==> src/rtl/ibex_fetch_queue.sv <==
// Instruction fetch queue: word fetch, outstanding tracking, 16/32-bit realignment (RVC via FETCH_QUEUE_RVC_EN).
// Latency: rvalid -> valid_o one cycle (registered FIFO write); branch -> request at target next cycle.
// Backpressure: holds instruction while ready=0; stops requesting once FIFO plus in-flight words fill DEPTH.
module ibex_fetch_queue #(
    parameter int unsigned DEPTH           = 3,
    parameter int unsigned MAX_OUTSTANDING = 2
) (
    input  logic        clk,
    input  logic        rst_n,
    input  logic        req_i,
    input  logic        branch_i,
    input  logic [31:0] addr_i,
    input  logic        ready_i,
    output logic        valid_o,
    output logic [31:0] rdata_o,
    output logic [31:0] addr_o,
    output logic        instr_req_o,
    output logic [31:0] instr_addr_o,
    input  logic        instr_gnt_i,
    input  logic        instr_rvalid_i,
    input  logic [31:0] instr_rdata_i,
    output logic        busy_o
);

    localparam int unsigned PW = (DEPTH > 1) ? $clog2(DEPTH) : 1;
    localparam int unsigned CW = 5;
    typedef logic [PW-1:0] ptr_t;

    logic [31:0]   mem_q [DEPTH];
    ptr_t          rd_ptr_q, wr_ptr_q;
    logic [CW-1:0] count_q, outstanding_q, discard_q;
    logic [CW-1:0] outstanding_d, discard_d;
    logic [31:0]   fetch_addr_q, stale_addr_q, addr_q;
    logic          held_q, stale_q;

    logic          issue_ok, grant, push, pop, handshake;
    logic          avail, pop_en;
    logic [31:0]   head_w, instr;
    logic [2:0]    step;

    function automatic ptr_t ptr_inc(input ptr_t p);
        return (p == ptr_t'(DEPTH - 1)) ? ptr_t'(0) : ptr_t'(p + 1'b1);
    endfunction

    // A request that saw a branch before its grant is "stale": it keeps its old address and its data is dropped.
    assign issue_ok     = req_i && ((count_q + outstanding_q) < CW'(DEPTH))
                                && (outstanding_q < CW'(MAX_OUTSTANDING));
    assign instr_req_o  = held_q | issue_ok;
    assign instr_addr_o = stale_q ? stale_addr_q : fetch_addr_q;
    assign grant        = instr_req_o & instr_gnt_i;
    assign busy_o       = instr_req_o | (outstanding_q != '0);

    assign outstanding_d = outstanding_q + CW'(grant) - CW'(instr_rvalid_i);
    assign discard_d     = discard_q + CW'(grant && stale_q)
                                     - CW'(instr_rvalid_i && (discard_q != '0));
    assign push          = instr_rvalid_i && (discard_q == '0) && !branch_i;

    assign head_w = mem_q[rd_ptr_q];

`ifdef FETCH_QUEUE_RVC_EN
    logic        offset_q, offset_adv;
    logic [31:0] next_w;
    logic        unused_next;

    assign next_w      = mem_q[ptr_inc(rd_ptr_q)];
    assign unused_next = ^next_w[31:16];

    always_comb begin
        avail      = 1'b0;
        instr      = head_w;
        step       = 3'd4;
        pop_en     = 1'b1;
        offset_adv = offset_q;
        if (!offset_q) begin
            avail = (count_q != '0);
            if (head_w[1:0] != 2'b11) begin
                instr      = {16'h0000, head_w[15:0]};
                step       = 3'd2;
                pop_en     = 1'b0;
                offset_adv = 1'b1;
            end
        end else if (head_w[17:16] != 2'b11) begin
            avail      = (count_q != '0);
            instr      = {16'h0000, head_w[31:16]};
            step       = 3'd2;
            offset_adv = 1'b0;
        end else begin
            // 32-bit instruction straddling two words: wait for the next word too.
            avail = (count_q >= CW'(2));
            instr = {next_w[15:0], head_w[31:16]};
        end
    end
`else
    logic unused_addr;

    assign unused_addr = ^addr_i[1:0];
    assign avail       = (count_q != '0);
    assign instr       = head_w;
    assign step        = 3'd4;
    assign pop_en      = 1'b1;
`endif

    assign valid_o   = avail && !branch_i;
    assign rdata_o   = instr;
    assign addr_o    = addr_q;
    assign handshake = valid_o && ready_i;
    assign pop       = handshake && pop_en;

    always_ff @(posedge clk or negedge rst_n) begin
        if (!rst_n) begin
            for (int i = 0; i < int'(DEPTH); i++) mem_q[i] <= '0;
            rd_ptr_q      <= '0;
            wr_ptr_q      <= '0;
            count_q       <= '0;
            outstanding_q <= '0;
            discard_q     <= '0;
            fetch_addr_q  <= '0;
            stale_addr_q  <= '0;
            addr_q        <= '0;
            held_q        <= 1'b0;
            stale_q       <= 1'b0;
`ifdef FETCH_QUEUE_RVC_EN
            offset_q      <= 1'b0;
`endif
        end else begin
            outstanding_q <= outstanding_d;
            held_q        <= instr_req_o & ~instr_gnt_i;
            if (branch_i) begin
                fetch_addr_q <= {addr_i[31:2], 2'b00};
                stale_q      <= instr_req_o & ~instr_gnt_i;
                stale_addr_q <= instr_addr_o;
                discard_q    <= outstanding_d;
                rd_ptr_q     <= '0;
                wr_ptr_q     <= '0;
                count_q      <= '0;
`ifdef FETCH_QUEUE_RVC_EN
                addr_q       <= addr_i;
                offset_q     <= addr_i[1];
`else
                addr_q       <= {addr_i[31:2], 2'b00};
`endif
            end else begin
                discard_q <= discard_d;
                if (grant) stale_q <= 1'b0;
                if (grant && !stale_q) fetch_addr_q <= fetch_addr_q + 32'd4;
                if (push) begin
                    mem_q[wr_ptr_q] <= instr_rdata_i;
                    wr_ptr_q        <= ptr_inc(wr_ptr_q);
                end
                if (pop) rd_ptr_q <= ptr_inc(rd_ptr_q);
                count_q <= count_q + CW'(push) - CW'(pop);
                if (handshake) begin
                    addr_q <= addr_q + {29'b0, step};
`ifdef FETCH_QUEUE_RVC_EN
                    offset_q <= offset_adv;
`endif
                end
            end
        end
    end

endmodule

==> config.mk <==
export PLATFORM = sky130hd
export DESIGN_NAME = ibex_fetch_queue
export DESIGN_NICKNAME = d
export VERILOG_FILES = /design/src/rtl/ibex_fetch_queue.sv
export SDC_FILE = /design/constraint.sdc
export NUM_CORES = 1
export LEC_CHECK = 0
export ABC_CLOCK_PERIOD_IN_PS = 10940
export CAP_MARGIN = 10
export CORE_MARGIN = 2
export CORE_UTILIZATION = 55
export DETAILED_ROUTE_END_ITERATION = 8
export PLACE_DENSITY = 0.88
export SLEW_MARGIN = 20
export SYNTH_ARGS = -nofsm -noshare
export SYNTH_HDL_FRONTEND = slang
export SYNTH_SLANG_ARGS = --single-unit
export TNS_END_PERCENT = 100
==> constraint.sdc <==
create_clock -name clk -period 10.94 [get_ports clk]
set_clock_uncertainty 0.15 [all_clocks]
set_input_delay 2.188 -clock clk [delete_from_list [all_inputs] [get_ports clk]]
set_output_delay 2.188 -clock clk [all_outputs]
set_load 0.03 [all_outputs]
==> results.cfg, run 1 <==
[outcome]
outcome = finished, final reports clean

[clock_tree]
post_cts_buffers = 0
path_clk_slew_ns = 0.05
cts_hold_buffers = 0
root_buffer = clkbuf_16
cts_tree = yes
cts_buffer_depth = 3
htreeDepth = 1
clk_latency_ns = 0.51
cts_buffers = 24
cts_resized = 0
cts.sinks = 209

[sta]
tns_ns = 0
layout_min_cycle_time_ns = 6.77
clock.fmax_ghz = 0.148
slew_viol_final = 0
finalSetupViolCount = 0
relSlewSlack_pct = 28.6
finalCritPeriodShare_pct = 61.9
hold_violations = 0
worstMarginPinSlew_ns = 1.07
rsz0062_at_grt = no

[synth]
syn-cell-area_sq_um = 10900
synth_top_area_cell = dfrtp_1
synth_cell_type_count = 60
async_flop_share_pct = 100
yosysWarnings = 0
synth-seq-cells = 209
netlist.area_leader.share_pct = 48.1
avgSynthCellArea_sq_um = 10.7
synthTopCellsByArea = dfrtp_1 48%, mux2_2 16%, nand2_1 3.9%
yosys_most_used_dff = dfrtp_1
syn_inst = 1013
seq_area_frac_synth_pct = 48.1
synth_edf_count = 0

[setup_path]
critPathTopFamily = buffers and inverters
critical_path_class = in -> out
slowest_stage = clkdlybuf4s50_1
cp.arrival_ns = 4.43
crit_chain = clkdlybuf4s50_1, nand2_1, a2111oi_4, nand3_2, o21ba_2, nand4_1, clkdlybuf4s50_1
cp-start-kind = input pin
worstRegToRegCells = 14
required_ns = 8.60
worst-path-buf-inv = 2
critPathMaxFanout = 5
worstSetupEndpointType = output port
worst-path-stages = 7
critPathMostFrequentCell = clkdlybuf4s50_1
slowest_delay_ns = 0.69

[floorplan]
die_h_microns = 145
rows = 51
fp.dieW_microns = 145
design.core.area_sq_um = 19500
io_pins = 170
floorplan.initialDensity_pct = 55.9
dieArea_sq_um = 20900

[cells_and_area]
antenna_cells = 0
drive_gt1_share_pct = 18.2
num-nets-final = 1259
syn_to_final_growth_pct = 23.6
final_util_pct = 69.1

[route]
first_pass_iters = 5
wl_microns = 27600
drcViolationCount = 0
vias_per_cell = 6.05
drtIter0Drc = 781
dr_total_vias = 8688
wl_per_cell_microns = 19.2
drtAntennaViolNets = 0

[global_routing]
first_global_vias = 8830
grt_pass1_wl_microns = 44600
gr-usage-met2_pct = 46.1
grtUsageMet1_pct = 34.0
antenna_found_initial = 0
grtUsageTotal_pct = 26.9
met3_usage_pct = 5.26
grt.overflow.total = 0
grt-busiest-layer = met2
grt_max_degree = 111

[min_path]
hold_path_depth = 1
min_path_type = reg -> reg

[pwr]
ir_drop_v = 0.000134
leakage_nw = 5.77
power.density_nw_per_um2 = 218

[placement]
portBuffers = 165
place_congestion = 0.877
hpwl_microns = 18200

[job]
maxCapViolCount = 0
==> path summary, 6_finish.rpt <==
path,slack [ns],end,start
max,4.17,busy_o,req_i
min,0.33,stale_addr_q[0]$_DFFE_PN0P_,stale_addr_q[0]$_DFFE_PN0P_
max reg2reg,6.70,count_q[4]$_DFF_PN0_,count_q[2]$_DFF_PN0_
min reg2reg,0.33,stale_addr_q[0]$_DFFE_PN0P_,stale_addr_q[0]$_DFFE_PN0P_
max in group asynchronous,7.11,addr_o[15]$_DFFE_PN0N_,rst_n
min in group asynchronous,1.64,stale_addr_q[0]$_DFFE_PN0P_,rst_n
==> metal layers <==
layer / wire length (microns) / up-vias / share of wire (%)
li1: - / 3961 / -
met1: 11100 / 4320 / 40
met2: 13700 / 338 / 50
met3: 1940 / 69 / 7.0
met4: 876 / 0 / 3.2
met5: 0 / - / 0
==> cell usage after synthesis, drive strengths merged, types with 9 or more instances <==
library cell  instances
dfrtp               209
mux2                155
nand2               113
o21ai                79
nor2                 48
mux2i                40
clkbuf               39
nand3                32
inv                  30
ha                   27
a31oi                26
buf                  21
a21oi                17
nor2b                14
nand4                13
or3                  13
o311ai               12
and3                 10
nor4                 10
and2                  9
o211ai                9
xnor2                 9
==> power breakdown <==
group | internal, mW | leakage [nW] | switching, mW
Combinational | 0.503 | 2.78 | 0.616
Clock | 0.431 | 0.353 | 0.308
Sequential | 0.924 | 2.64 | 0.142
==> placed cells by master (no fill, tap or decap), types with 12 or more instances in the layout <==
cell type	netlist	routed
a21oi_1	17	17
a31oi_1	26	26
clkbuf_16	0	25
clkdlybuf4s50_1	0	163
dfrtp_1	209	208
ha_1	27	27
inv_1	29	29
mux2_2	155	155
mux2i_1	40	40
nand2_1	113	113
nand3_1	31	31
nand4_1	13	13
nor2_1	47	47
nor2b_1	14	13
o21ai_0	79	79
o311ai_0	12	12
or3_1	13	13
==> final cells by class <==
| type | instances | area (sq um) |
|---|---|---|
| fillers | 1374 | 6020 |
| multi-input cells | 715 | 5300 |
| flip-flops and latches | 209 | 5230 |
| repair buffers | 177 | 1750 |
| clock buffers | 36 | 687 |
| well taps | 265 | 332 |
| inverters | 30 | 113 |
| clock inverters | 5 | 28.8 |
==> flip-flops by register name, indices dropped and copies added (netlist names) <==
register,count
mem_q,96
stale_addr_q,32
addr_o,30
fetch_addr_q,30
count_q,5
discard_q,5
outstanding_q,5
rd_ptr_q,2
wr_ptr_q,2
held_q,1
stale_q,1
==> logic make-up after synthesis <==
| logic type | after synthesis | synth area share, % |
|---|---|---|
| AOI/OAI and AO/OA | 180 | 10.7 |
| DFF | 209 | 48.1 |
| muxes | 195 | 19.7 |
| other | 1 | 0.0345 |
| adders and majority gates | 31 | 3.84 |
| xor gates and xnor gates | 14 | 1.13 |
| and+or+nand+nor | 293 | 13.2 |
| buffers and inverters | 90 | 3.31 |
==> stage by stage <==
step	total power, mW	instance area (sq um)	hold slack [ns]	setup WS [ns]	std cells
after CTS	2.93	13400	0.331	4.17	1436
after global placement	2.13	12700	0.311	4.17	1395
after detailed placement	2.18	12700	0.313	4.18	1395
final	2.92	13400	0.327	4.17	1437
after global routing	3.08	13400	0.359	4.03	1437
after floorplan	1.78	10900	0.295	5.34	1014
Note: power is estimated with default switching activity, not from simulation.
==> inputs of run 2 (changes only) <==
- ABC_CLOCK_PERIOD_IN_PS: 10940 -> 5640
- CORE_UTILIZATION: 55 -> 49
- PLACE_DENSITY: 0.88 -> 0.84
- clock period: 10.94 -> 5.64 ns (I/O delays scaled with it)
==> run 2 against run 1 <==
Wire length fell by 0.47%. Clock-buffer cell count did not move. First-iteration DRC count fell by 16%. Largest cell class unchanged. Highest routed layer unchanged.
==> results.cfg, run 2 (synthesis gave the netlist of run 1 again) <==
[setup_path]
required_ns = 4.36
worstSetupEndpointType = output port
rrSetupSlack_ns = 1.48
r2r-start = count_q[0]$_DFF_PN0_
r2r-end = discard_q[4]$_DFF_PN0_
cp-start-kind = input pin
critPathMaxFanout = 5
cp.arrival_ns = 3.37
critical_path_class = in -> out
worstRegToRegCells = 19

[route]
wl_microns = 27400
first_pass_iters = 5
vias_per_cell = 5.87
drcViolationCount = 0
dr_total_vias = 8535
wl_per_cell_microns = 18.9
drtIter0Drc = 653
drtAntennaViolNets = 0

[placement]
dpl_cell_area_sq_um = 12700
dp_cells = 1410
portBuffers = 165
hpwl_microns = 18300
place_congestion = 0.836

[sta]
finalSetupViolCount = 0
finalCritPeriodShare_pct = 82.4
clock.fmax_ghz = 0.215
layout_min_cycle_time_ns = 4.65
relSlewSlack_pct = 26.5
tns_ns = 0
worstMarginPinSlew_ns = 1.10
slew_viol_final = 0
rsz0062_at_grt = no
holdWs_ns = 0.333
hold_violations = 0

[global_routing]
grtUsageTotal_pct = 23.2
first_global_vias = 8859
grt.overflow.total = 0
antenna_found_initial = 0
grt-busiest-layer = met2
grt_max_degree = 122
met3_usage_pct = 4.73
grt_pass1_wl_microns = 45000
grtUsageMet1_pct = 30.2
gr-usage-met2_pct = 39.7

[cells_and_area]
reg_top3 = mem_q (96), stale_addr_q (32)
antenna_cells = 0
final_cell_mix = 208 x dfrtp_1, 163 x clkdlybuf4s50_1, 155 x mux2_2
stdcell_count = 1454
drive_gt1_share_pct = 18.6
syn_to_final_growth_pct = 24.5
largest-register = mem_q
layout.cell_area.non_filler_sq_um = 13600
layout_commonest_cell = dfrtp_1
largest_reg_flops = 96
num-nets-final = 1258

[floorplan]
floorplan.initialDensity_pct = 49.9
io_pins = 170
die_h_microns = 153
design.core.area_sq_um = 21800
fp.dieW_microns = 153
dieArea_sq_um = 23400
rows = 54

[min_path]
min_path_type = reg -> reg
hold_path_depth = 1
min_to = stale_addr_q[1]$_DFFE_PN0P_
min_from = stale_addr_q[1]$_DFFE_PN0P_

[clock_tree]
cts_buffer_depth = 3
cts_tree = yes
post_cts_buffers = 0
cts_resized = 0
cts.sinks = 209
htreeDepth = 1
root_buffer = clkbuf_16
cts_buffers = 24
path_clk_slew_ns = 0.05
clk_latency_ns = 0.51
cts_hold_buffers = 0

[pwr]
p_comb_share_pct = 37.5
intPower_mw = 3.73
p_switching_mw = 2.05
share_seq_of_total_power_pct = 35.3
leakage_nw = 5.81
clock_power_share_pct = 27.2
ir_drop_v = 0.000260
power.density_nw_per_um2 = 427
power.share.switching_pct = 35.5

[outcome]
outcome = finished, final reports clean

[job]
maxCapViolCount = 0
[run 2: cell count changes in the layout (fill, tap and decap cells not counted)]
cell,change
inv_6,-1
clkbuf_1,-3
clkbuf_8,+3
clkinvlp_4,+1
clkinv_2,+1
bufinv_16,+2
buf_4,-1
[run 2: stage by stage]
| stage | total power [mW] | setup WS [ns] | utilization [%] |
|---|---|---|---|
| global route | 6.10 | 0.923 | 62.1 |
| CTS | 5.82 | 0.989 | 62.1 |
| detailed placement | 4.22 | 0.928 | 58.4 |
| finish | 5.78 | 0.993 | 62.1 |
| global placement | 4.15 | 0.999 | 58.4 |
| floorplan | 3.45 | 1.73 | - |
[run 2: worst max-delay path, cell delays in order]
cell and delay, ns:
clkdlybuf4s50_1 0.49, nand2_1 0.10, a2111oi_4 0.34, nand3_2 0.21
o21ba_2 0.29, nand4_1 0.14, clkdlybuf4s50_1 0.68
[run 2: area by class of cell]
type	instances	area [sq um]
fillers	1689	8270
multi-input cells	715	5300
flip-flops and latches	209	5230
repair buffers	176	1750
clock buffers	36	717
well taps	280	350
inverters	30	113
clock inverters	8	92.6
[run 2: worst max path at each step]
stage                             end  slack (ns)  startpoint
2_1_floorplan  discard_q[4]$_DFF_PN0_        1.73       req_i
3_3_place_gp   discard_q[4]$_DFF_PN0_         1.0       req_i
3_5_place_dp   discard_q[4]$_DFF_PN0_        0.93       req_i
4_1_cts                        busy_o        0.99       req_i
6_report                       busy_o        0.99       req_i
5_1_grt                        busy_o        0.92       req_i
[run 2: power groups by stage]
stage          logic (mW)  clock network [mW]  registers [mW]
2_1_floorplan        1.40                   0            2.05
3_3_place_gp         2.11                   0            2.04
3_5_place_dp         2.16                   0            2.06
4_1_cts              2.18                1.60            2.04
5_1_grt              2.35                1.67            2.09
6_report             2.17                1.57            2.04
[run 2: layer usage]
layer | vias up | routed length, microns
li1 | 3947 | -
met1 | 4283 | 11600
met2 | 275 | 13700
met3 | 30 | 1690
met4 | 0 | 507
met5 | - | 0
==> inputs of run 3 (changes only) <==
- ABC_CLOCK_PERIOD_IN_PS: 5640 -> 4400
- CORE_UTILIZATION: 49 -> 55
- PLACE_DENSITY: 0.84 -> 0.88
- clock period: 5.64 -> 4.4 ns (I/O delays scaled with it)
==> run 3 against run 2 <==
Design area fell by 0.18%. Critical path depth is the same. First-iteration DRC count is 21% higher. Die area is 11% lower. Clock power grew 24%. Via count rose by 2.3%. Setup slack worse by 0.78 ns. Register-to-register slack lost 1.1 ns. Clock-buffer cell count unchanged. Utilization rose by 7.4 points. Hold slack got worse by 0.12 ns. Sequential cell count is the same.
==> results.cfg, run 3 (synthesis gave the netlist of run 1 again) <==
[outcome]
outcome = finished, final reports clean

[cells_and_area]
fillers = 1393
largest_reg_flops = 96
drive_gt1_share_pct = 18.7
multi_input_area_sq_um = 5300
regArea_sq_um = 5230
reg_top3 = mem_q (96), stale_addr_q (32)
antenna_cells = 0
syn_to_final_growth_pct = 24.3
num-nets-final = 1263
layout_commonest_cell = dfrtp_1
largest-register = mem_q
final_util_pct = 69.5
final_cell_mix = 208 x dfrtp_1, 163 x clkdlybuf4s50_1, 155 x mux2_2

[global_routing]
grt.overflow.total = 0
first_global_vias = 8820
grt_pass1_wl_microns = 44300
grt_max_degree = 80
grtUsageTotal_pct = 26.5
antenna_found_initial = 0

[floorplan]
design.core.area_sq_um = 19500
io_pins = 170
fp.dieW_microns = 145
die_h_microns = 145
rows = 51
dieArea_sq_um = 20900
floorplan.initialDensity_pct = 55.9

[sta]
setup_ws_ns = 0.211
finalSetupViolCount = 0
relSlewSlack_pct = 29.1
hold_violations = 0
finalCritPeriodShare_pct = 95.2
slew_viol_final = 0
layout_min_cycle_time_ns = 4.19
rsz0062_at_grt = no
holdWs_ns = 0.218
worstMarginPinSlew_ns = 1.06
clock.fmax_ghz = 0.239
tns_ns = 0

[route]
wl_met1_microns = 11100
wl_microns = 27500
wl_per_cell_microns = 19.1
dr_total_vias = 8728
first_pass_iters = 6
wl_met2_microns = 13500
drcViolationCount = 0
wl_met3_microns = 1950
drtIter0Drc = 791
routed.top_layer = met4
vias_per_cell = 6.05
drtAntennaViolNets = 0

[setup_path]
critical_path_class = reg -> out
cp-start-kind = flip-flop
worstSetupEndpointType = output port
worstRegToRegCells = 18
required_ns = 3.37
critPathMaxFanout = 5
rrSetupSlack_ns = 0.38
cp.arrival_ns = 3.16
r2r-end = discard_q[4]$_DFF_PN0_
r2r-start = count_q[0]$_DFF_PN0_

[clock_tree]
cts_hold_buffers = 0
cts_resized = 0
htreeDepth = 1
cts.sinks = 209
post_cts_buffers = 0
root_buffer = clkbuf_16
cts_tree = yes
clk_latency_ns = 0.51
path_clk_slew_ns = 0.06
cts_buffer_depth = 3
cts_buffers = 23

[job]
maxCapViolCount = 0

[pwr]
leakage_nw = 5.82
power.total_mw = 7.38
ir_drop_v = 0.000357
power.density_nw_per_um2 = 545

[placement]
hpwl_microns = 18500
place_ws_ns = 0.0642
portBuffers = 165
place_congestion = 0.886

[min_path]
min_path_type = in -> async
run 3: cell types whose count changed in the layout (fill, tap and decap cells not counted):
| cell | change |
|---|---|
| nor2b_2 | +1 |
| buf_4 | +6 |
| clkbuf_8 | +1 |
| clkinv_2 | -3 |
| clkbuf_16 | -2 |
| inv_6 | +1 |
| nor2b_4 | -1 |
| clkbuf_1 | +1 |
| clkinvlp_4 | -1 |
run 3: how the worst max path moves through the flow:
stage / endpoint / startpoint / slack, ns / cells past startpoint
2_1_floorplan: discard_q[4]$_DFF_PN0_ / count_q[0]$_DFF_PN0_ / 0.63 / 19
3_3_place_gp: discard_q[4]$_DFF_PN0_ / req_i / 0.12 / 18
3_5_place_dp: discard_q[4]$_DFF_PN0_ / req_i / 0.06 / 18
4_1_cts: busy_o / count_q[0]$_DFF_PN0_ / 0.17 / 8
5_1_grt: busy_o / count_q[0]$_DFF_PN0_ / 0.05 / 8
6_report: busy_o / count_q[0]$_DFF_PN0_ / 0.21 / 7
run 3: final cells by class:
| type | instances | area share, % |
|---|---|---|
| sequential | 209 | 38.7 |
| multi-input combinational | 715 | 39.2 |
| clock inverter | 5 | 0.583 |
| clock buffer | 36 | 5.06 |
| tap | 265 | 2.45 |
| inverter | 30 | 0.833 |
| timing repair buffer | 182 | 13.2 |
run 3: metrics by stage:
stage	std cells	instance area, sq um
5_1_grt	1442	13500
3_5_place_dp	1401	12800
4_1_cts	1442	13500
3_3_place_gp	1401	12800
6_report	1442	13500
2_1_floorplan	1014	10900
run 3: power by group:
part | leakage, nW | switching [mW] | total, mW | internal (mW)
logic | 2.80 | 1.52 | 2.77 | 1.25
registers | 2.64 | 0.363 | 2.66 | 2.30
clock network | 0.375 | 0.760 | 1.94 | 1.18
run 3: layer usage:
layer,up-vias,track usage [%]
li1,3956,-
met3,76,4.48
met5,-,0
met2,365,44.4
met1,4331,35.0
met4,0,9.45
run 3: worst max-delay path, cell delays in order (launching register included):
cell	delay [ns]
dfrtp_1	0.41
ha_1	0.24
fa_1	0.49
a2111oi_4	0.33
nand3_2	0.11
o21ba_2	0.25
nand4_1	0.13
clkdlybuf4s50_1	0.69
